File: src/rtl/cpu_control_if.sv
// Bus between the fetch/sequence stage and its neighbours: program load pins,
// ALU status/branch indications in, instruction and status out.
interface cpu_control_if #(
   parameter int unsigned PC_W = 4,
   parameter int unsigned OP_W = 2,
   parameter int unsigned AD_W = 4
);
   logic            prog_en;
   logic            prog_bit;
   logic            run;
   logic            carry;
   logic            borrow;
   logic            bcf;
   logic            bbf;
   logic            buc;
   logic [OP_W-1:0] opcode;
   logic [AD_W-1:0] addrs;
   logic            exec_stb;
   logic [PC_W-1:0] pc;
   logic            carry_flag;
   logic            borrow_flag;
   logic            word_wr;

   modport master (
      output prog_en, prog_bit, run, carry, borrow, bcf, bbf, buc,
      input  opcode, addrs, exec_stb, pc, carry_flag, borrow_flag, word_wr
   );

   modport slave (
      input  prog_en, prog_bit, run, carry, borrow, bcf, bbf, buc,
      output opcode, addrs, exec_stb, pc, carry_flag, borrow_flag, word_wr
   );
endinterface

File: src/rtl/cpu_control.sv
// Fetch/sequence stage: serially loaded 16-word program store, 4-bit PC,
// instruction register toward the ALU, carry/borrow flags and branch resolution.
module cpu_control #(
   parameter int unsigned PC_W = 4,
   parameter int unsigned OP_W = 2,
   parameter int unsigned AD_W = 4
) (
   input logic          clk,
   input logic          rst,
   cpu_control_if.slave bus
);
   localparam int unsigned IW    = OP_W + AD_W;
   localparam int unsigned DEPTH = 1 << PC_W;
   localparam int unsigned BC_W  = $clog2(IW);

   typedef enum logic [1:0] {IDLE, LOAD, FETCH, EXEC} state_t;

   state_t          state;
   state_t          nextState;
   logic [IW-1:0]   store [DEPTH];
   logic [IW-2:0]   shiftReg;
   logic [BC_W-1:0] bitCnt;
   logic [PC_W-1:0] loadPtr;
   logic            loadEntry;
   logic            shiftEn;
   logic            wordDone;
   logic            isBranch;
   logic            taken;

   // State register
   always_ff @(posedge clk or posedge rst) begin
      if (rst) state <= IDLE;
      else     state <= nextState;
   end

   // Next-state decode plus load/branch qualifiers
   always_comb begin
      nextState = state;
      loadEntry = 1'b0;
      shiftEn   = 1'b0;
      wordDone  = 1'b0;
      isBranch  = bus.bcf | bus.bbf | bus.buc;
      taken     = bus.buc | (bus.bcf & bus.carry_flag) | (bus.bbf & bus.borrow_flag);
      case (state)
         IDLE:    if (bus.prog_en) nextState = LOAD;
                  else if (bus.run) nextState = FETCH;
         LOAD:    if (!bus.prog_en) nextState = IDLE;
         FETCH:   if (bus.prog_en) nextState = LOAD;
                  else nextState = EXEC;
         EXEC:    if (bus.prog_en) nextState = LOAD;
                  else if (bus.run) nextState = FETCH;
                  else nextState = IDLE;
         default: nextState = IDLE;
      endcase
      loadEntry = bus.prog_en && (state != LOAD);
      shiftEn   = bus.prog_en && (state == LOAD);
      wordDone  = shiftEn && (bitCnt == BC_W'(IW - 1));
   end

   // Strobe decoded straight from the state register
   assign bus.exec_stb = (state == EXEC);

   // Program store: cleared on reset, written when a full serial word arrives
   always_ff @(posedge clk or posedge rst) begin
      if (rst) begin
         for (int i = 0; i < int'(DEPTH); i++) store[i] <= '0;
      end else if (wordDone) begin
         store[loadPtr] <= {shiftReg, bus.prog_bit};
      end
   end

   // Load datapath, instruction register, PC and flags
   always_ff @(posedge clk or posedge rst) begin
      if (rst) begin
         shiftReg        <= '0;
         bitCnt          <= '0;
         loadPtr         <= '0;
         bus.pc          <= '0;
         bus.opcode      <= '0;
         bus.addrs       <= '0;
         bus.carry_flag  <= 1'b0;
         bus.borrow_flag <= 1'b0;
         bus.word_wr     <= 1'b0;
      end else begin
         bus.word_wr <= wordDone;
         if (loadEntry) begin
            bitCnt          <= '0;
            loadPtr         <= '0;
            bus.pc          <= '0;
            bus.carry_flag  <= 1'b0;
            bus.borrow_flag <= 1'b0;
         end else if (shiftEn) begin
            shiftReg <= {shiftReg[IW-3:0], bus.prog_bit};
            if (wordDone) begin
               bitCnt  <= '0;
               loadPtr <= loadPtr + PC_W'(1);
            end else begin
               bitCnt <= bitCnt + BC_W'(1);
            end
         end else if (state == FETCH) begin
            {bus.opcode, bus.addrs} <= store[bus.pc];
         end else if (state == EXEC) begin
            bus.pc <= taken ? PC_W'(bus.addrs) : bus.pc + PC_W'(1);
            if (!isBranch) begin
               bus.carry_flag  <= bus.carry;
               bus.borrow_flag <= bus.borrow;
            end
         end
      end
   end
endmodule

File: src/flat_wrapper.sv
// flat-port wrapper written by rule: the top's interface ports become plain ports
module cpu_control_flat 
#(
   parameter int unsigned PC_W = 4,
   parameter int unsigned OP_W = 2,
   parameter int unsigned AD_W = 4
)
  (clk, rst, bus_prog_en, bus_prog_bit, bus_run, bus_carry, bus_borrow, bus_bcf, bus_bbf, bus_buc, bus_opcode, bus_addrs, bus_exec_stb, bus_pc, bus_carry_flag, bus_borrow_flag, bus_word_wr);
  cpu_control_if #(.PC_W(PC_W), .OP_W(OP_W), .AD_W(AD_W)) bus_i ();
  input logic clk;
  input logic rst;
  input wire logic [$bits(bus_i.prog_en)-1:0] bus_prog_en;
  input wire logic [$bits(bus_i.prog_bit)-1:0] bus_prog_bit;
  input wire logic [$bits(bus_i.run)-1:0] bus_run;
  input wire logic [$bits(bus_i.carry)-1:0] bus_carry;
  input wire logic [$bits(bus_i.borrow)-1:0] bus_borrow;
  input wire logic [$bits(bus_i.bcf)-1:0] bus_bcf;
  input wire logic [$bits(bus_i.bbf)-1:0] bus_bbf;
  input wire logic [$bits(bus_i.buc)-1:0] bus_buc;
  output wire logic [$bits(bus_i.opcode)-1:0] bus_opcode;
  output wire logic [$bits(bus_i.addrs)-1:0] bus_addrs;
  output wire logic [$bits(bus_i.exec_stb)-1:0] bus_exec_stb;
  output wire logic [$bits(bus_i.pc)-1:0] bus_pc;
  output wire logic [$bits(bus_i.carry_flag)-1:0] bus_carry_flag;
  output wire logic [$bits(bus_i.borrow_flag)-1:0] bus_borrow_flag;
  output wire logic [$bits(bus_i.word_wr)-1:0] bus_word_wr;
  assign bus_i.prog_en = bus_prog_en;
  assign bus_i.prog_bit = bus_prog_bit;
  assign bus_i.run = bus_run;
  assign bus_i.carry = bus_carry;
  assign bus_i.borrow = bus_borrow;
  assign bus_i.bcf = bus_bcf;
  assign bus_i.bbf = bus_bbf;
  assign bus_i.buc = bus_buc;
  assign bus_opcode = bus_i.opcode;
  assign bus_addrs = bus_i.addrs;
  assign bus_exec_stb = bus_i.exec_stb;
  assign bus_pc = bus_i.pc;
  assign bus_carry_flag = bus_i.carry_flag;
  assign bus_borrow_flag = bus_i.borrow_flag;
  assign bus_word_wr = bus_i.word_wr;
  cpu_control #(.PC_W(PC_W), .OP_W(OP_W), .AD_W(AD_W)) u_core (.clk(clk), .rst(rst), .bus(bus_i));
endmodule
File: config.mk
export PLATFORM = sky130hd
export DESIGN_NAME = cpu_control_flat
export DESIGN_NICKNAME = d
export VERILOG_FILES = /design/src/rtl/cpu_control_if.sv /design/src/rtl/cpu_control.sv /design/src/flat_wrapper.sv
export SDC_FILE = /design/constraint.sdc
export NUM_CORES = 1
export LEC_CHECK = 0
export ABC_AREA = 1
export CAP_MARGIN = 20
export CORE_UTILIZATION = 59
export DETAILED_ROUTE_END_ITERATION = 8
export MAX_ROUTING_LAYER = met4
export PLACE_DENSITY = 0.78
export SKIP_LAST_GASP = 1
export SLEW_MARGIN = 30
export SYNTH_ARGS = -nofsm -noshare
export SYNTH_HDL_FRONTEND = slang
export SYNTH_SLANG_ARGS = --single-unit
File: constraint.sdc
create_clock -name clk -period 5.6 [get_ports clk]
set_input_delay 0.56 -clock clk [delete_from_list [all_inputs] [get_ports clk]]
set_output_delay 0.56 -clock clk [all_outputs]
set_load 0.005 [all_outputs]
==> reports/metrics.yaml <==
clkTransAtPathRegs_ns: 0.06
area_growth_pct: 11.79
cts_num_sinks: 123
postCtsSetupRepairBufs: 0
synth_cell_types: 28
ant_nets: 0
num_antenna_cells: 0
hold_violations: 0
vias: 4886
fillers: 796
firstDrtPassIters: 5
drv_cap: 0
synth_top_area_share: 0.5144
multiInputGateArea_sq_mm: 0.002484
cts_tree: "done"
tightest_slew_ns: 0.8937
end_kind: "output port"
fmax_mhz: 396.5
dp_hpwl_microns: 9067
cp.required_ns: 5.04
slew_violations: 0
post-route-period-util: 0.4504
ys_warn_count: 0
skew_ns: 0.005147
total_power_mw: 2.219
row_count: 36
arrival_ns: 1.96
dieHeight_microns: 102.7
grt_max_degree: 77
synth_cells: 710
grt_pass1_vias: 4605
drt-total-wl_microns: 14570
clk_latency_ns: 0.53
rsz0062_at_grt: "no"
layout-drive-gt1-share: 0.1091
fin_crit_ns: 2.522
p_per_area_mw_per_mm2: 331.8
path_cells: "buf_4, clkdlybuf4s50_1"
h-tree-depth: 4
die-width_microns: 102.7
final.setup.tns_ns: 0
status: "completed"
ctsRootBufferMaster: "clkbuf_8"
synth_area_leaders: "dfrtp_1 (51%), nand2_1 (16%), o21ai_1 (6.5%)"
p_leak_nw: 3.141
wl_per_cell_microns: 17.00
grt_use_total: 0.3110
ys_seq_elements: 123
die-area_sq_mm: 0.01055
overflow: 0
critical_path_class: "flip-flop to output port"
hold_path_class: "flip-flop to flip-flop"
antenna_found_initial: 0
gp_congestion: 0.8518
placed_cell_area_sq_mm: 0.006128
post_drt_via_cell_ratio: 5.701
path_max_fanout: 54
ios: 24
synth_top_area_cell: "dfrtp_1"
seqCellArea_sq_mm: 0.003078
slew_headroom: 0.4036
syn-cell-area_sq_mm: 0.005983
synth_area_per_cell_sq_um: 8.427
slowest_stage: "clkdlybuf4s50_1"
cts_made_buffers: 17
clock_path_buffers: 2
finish.instance_area_sq_mm: 0.006689
ys_seq_area_frac: 0.5144
slowest_delay_ns: 0.62
grt_pass1_wl_microns: 23160
io_buffers: 23
setup_viol: 0
finalNetCount: 729
syn-num-nets: 727
drc: 0
worstSetupStartpointType: "flip-flop"
hold_buffers: 0
peakVddDrop_mv: 0.2374
start_util: 0.6093
hold_ws_ns: 0.4849
drt_iter0_drc: 561
utilization: 0.6812
core_sq_mm: 0.009819
postCtsResizedCells: 0
[per-layer routing]
metal / share of wire / global-route usage
met3: 0.073 / 0.06983
met1: 0.43 / 0.3884
met2: 0.45 / 0.4631
met4: 0.043 / 0.1868
met5: 0 / -
[synth_stat cells]
cell type and number:
nand2_1 256, dfrtp_1 123, o21ai_1 78, nand3_1 75, inv_1 35, o21ai_2 18
o21ai_0 17, clkbuf_1 15, buf_2 14, nor2_1 13, buf_6 12, nand2_2 9
nand3_2 8, a21oi_1 7, ha_1 7, nor2_8 5, o22ai_1 3, or2_2 3
buf_4 2, xor2_1 2, clkinv_1 1, inv_2 1, inv_4 1, nand2_8 1
nor3_1 1, o211a_1 1, o21bai_1 1, xnor2_1 1
[registers in the layout (all words and copies together) (netlist names)]
register	count
u_core.store	96
u_core.shiftReg	5
u_core.bus.addrs	4
u_core.bus.pc	4
u_core.loadPtr	4
u_core.bitCnt	3
u_core.bus.opcode	2
u_core.state	2
u_core.bus.borrow_flag	1
u_core.bus.carry_flag	1
u_core.bus.word_wr	1
[cell usage in the layout (no fill, tap or decap), types with 3 or more instances in the layout]
cell	netlist	final
dfrtp_1	123	123
nor2_1	13	13
clkbuf_16	0	16
nand3_2	8	8
nor2_8	5	5
o22ai_1	3	3
or2_2	3	3
o21ai_0	17	17
buf_4	2	3
nand2_1	256	256
nand2_2	9	9
ha_1	7	7
inv_1	35	34
o21ai_1	78	78
nand3_1	75	75
clkbuf_8	0	4
a21oi_1	7	7
o21ai_2	18	18
clkdlybuf4s50_1	0	23
clkinv_2	0	7
[power breakdown]
group	switching, mW	internal [mW]
registers	0.0245	0.922
clock network	0.377	0.660
logic	0.174	0.0627
total	0.575	1.64
[kinds of logic (layout without fill, tap and decap cells)]
family	Yosys count	count (layout)	share of synthesized area
AOI/OAI and AO/OA	125	125	0.1177
and+or+nand+nor	371	371	0.2783
adders and majority gates	7	7	0.01464
buffers and inverters	81	95	0.07047
DFF	123	123	0.5144
xor gates and xnor gates	3	3	0.004392
[critical path: cells and delay by family (launching register included)]
family   cells  cell delay [ns]
buf+inv      2             1.12
flops        1             0.32
[metrics by stage]
stage	worst slack (ns)	cells
2_1_floorplan	1.769	710
3_3_place_gp	3.179	826
3_5_place_dp	3.117	826
4_1_cts	3.091	857
5_1_grt	3.040	857
6_report	3.078	857
[layout make-up]
type | count | area share
clock inverters | 9 | 0.01422
flip-flops and latches | 123 | 0.4602
multi-input cells | 506 | 0.3713
repair buffers | 26 | 0.03779
clock buffers | 22 | 0.06921
well taps | 133 | 0.02488
inverters | 38 | 0.02245
[final timing paths]
kind                                              startpoint                         endpoint  slack (ns)  depth (start not counted)
min in group asynchronous                                rst     u_core.bitCnt[0]$_DFFE_PP0P_        0.54                          2
worst max register to register  u_core.bus.pc[0]$_DFFE_PP0P_  u_core.bus.addrs[0]$_DFFE_PP0P_        3.34                         10
worst min register to register  u_core.store[27]$_DFFE_PP0P_     u_core.store[27]$_DFFE_PP0P_        0.48                          2
worst min-delay path            u_core.store[27]$_DFFE_PP0P_     u_core.store[27]$_DFFE_PP0P_        0.48                          2
worst max-delay path            u_core.bus.pc[0]$_DFFE_PP0P_                        bus_pc[0]        3.08                          2
max in group asynchronous                                rst     u_core.store[74]$_DFFE_PP0P_        3.98                          3
No activity file was read; power rests on OpenSTA's default activity.
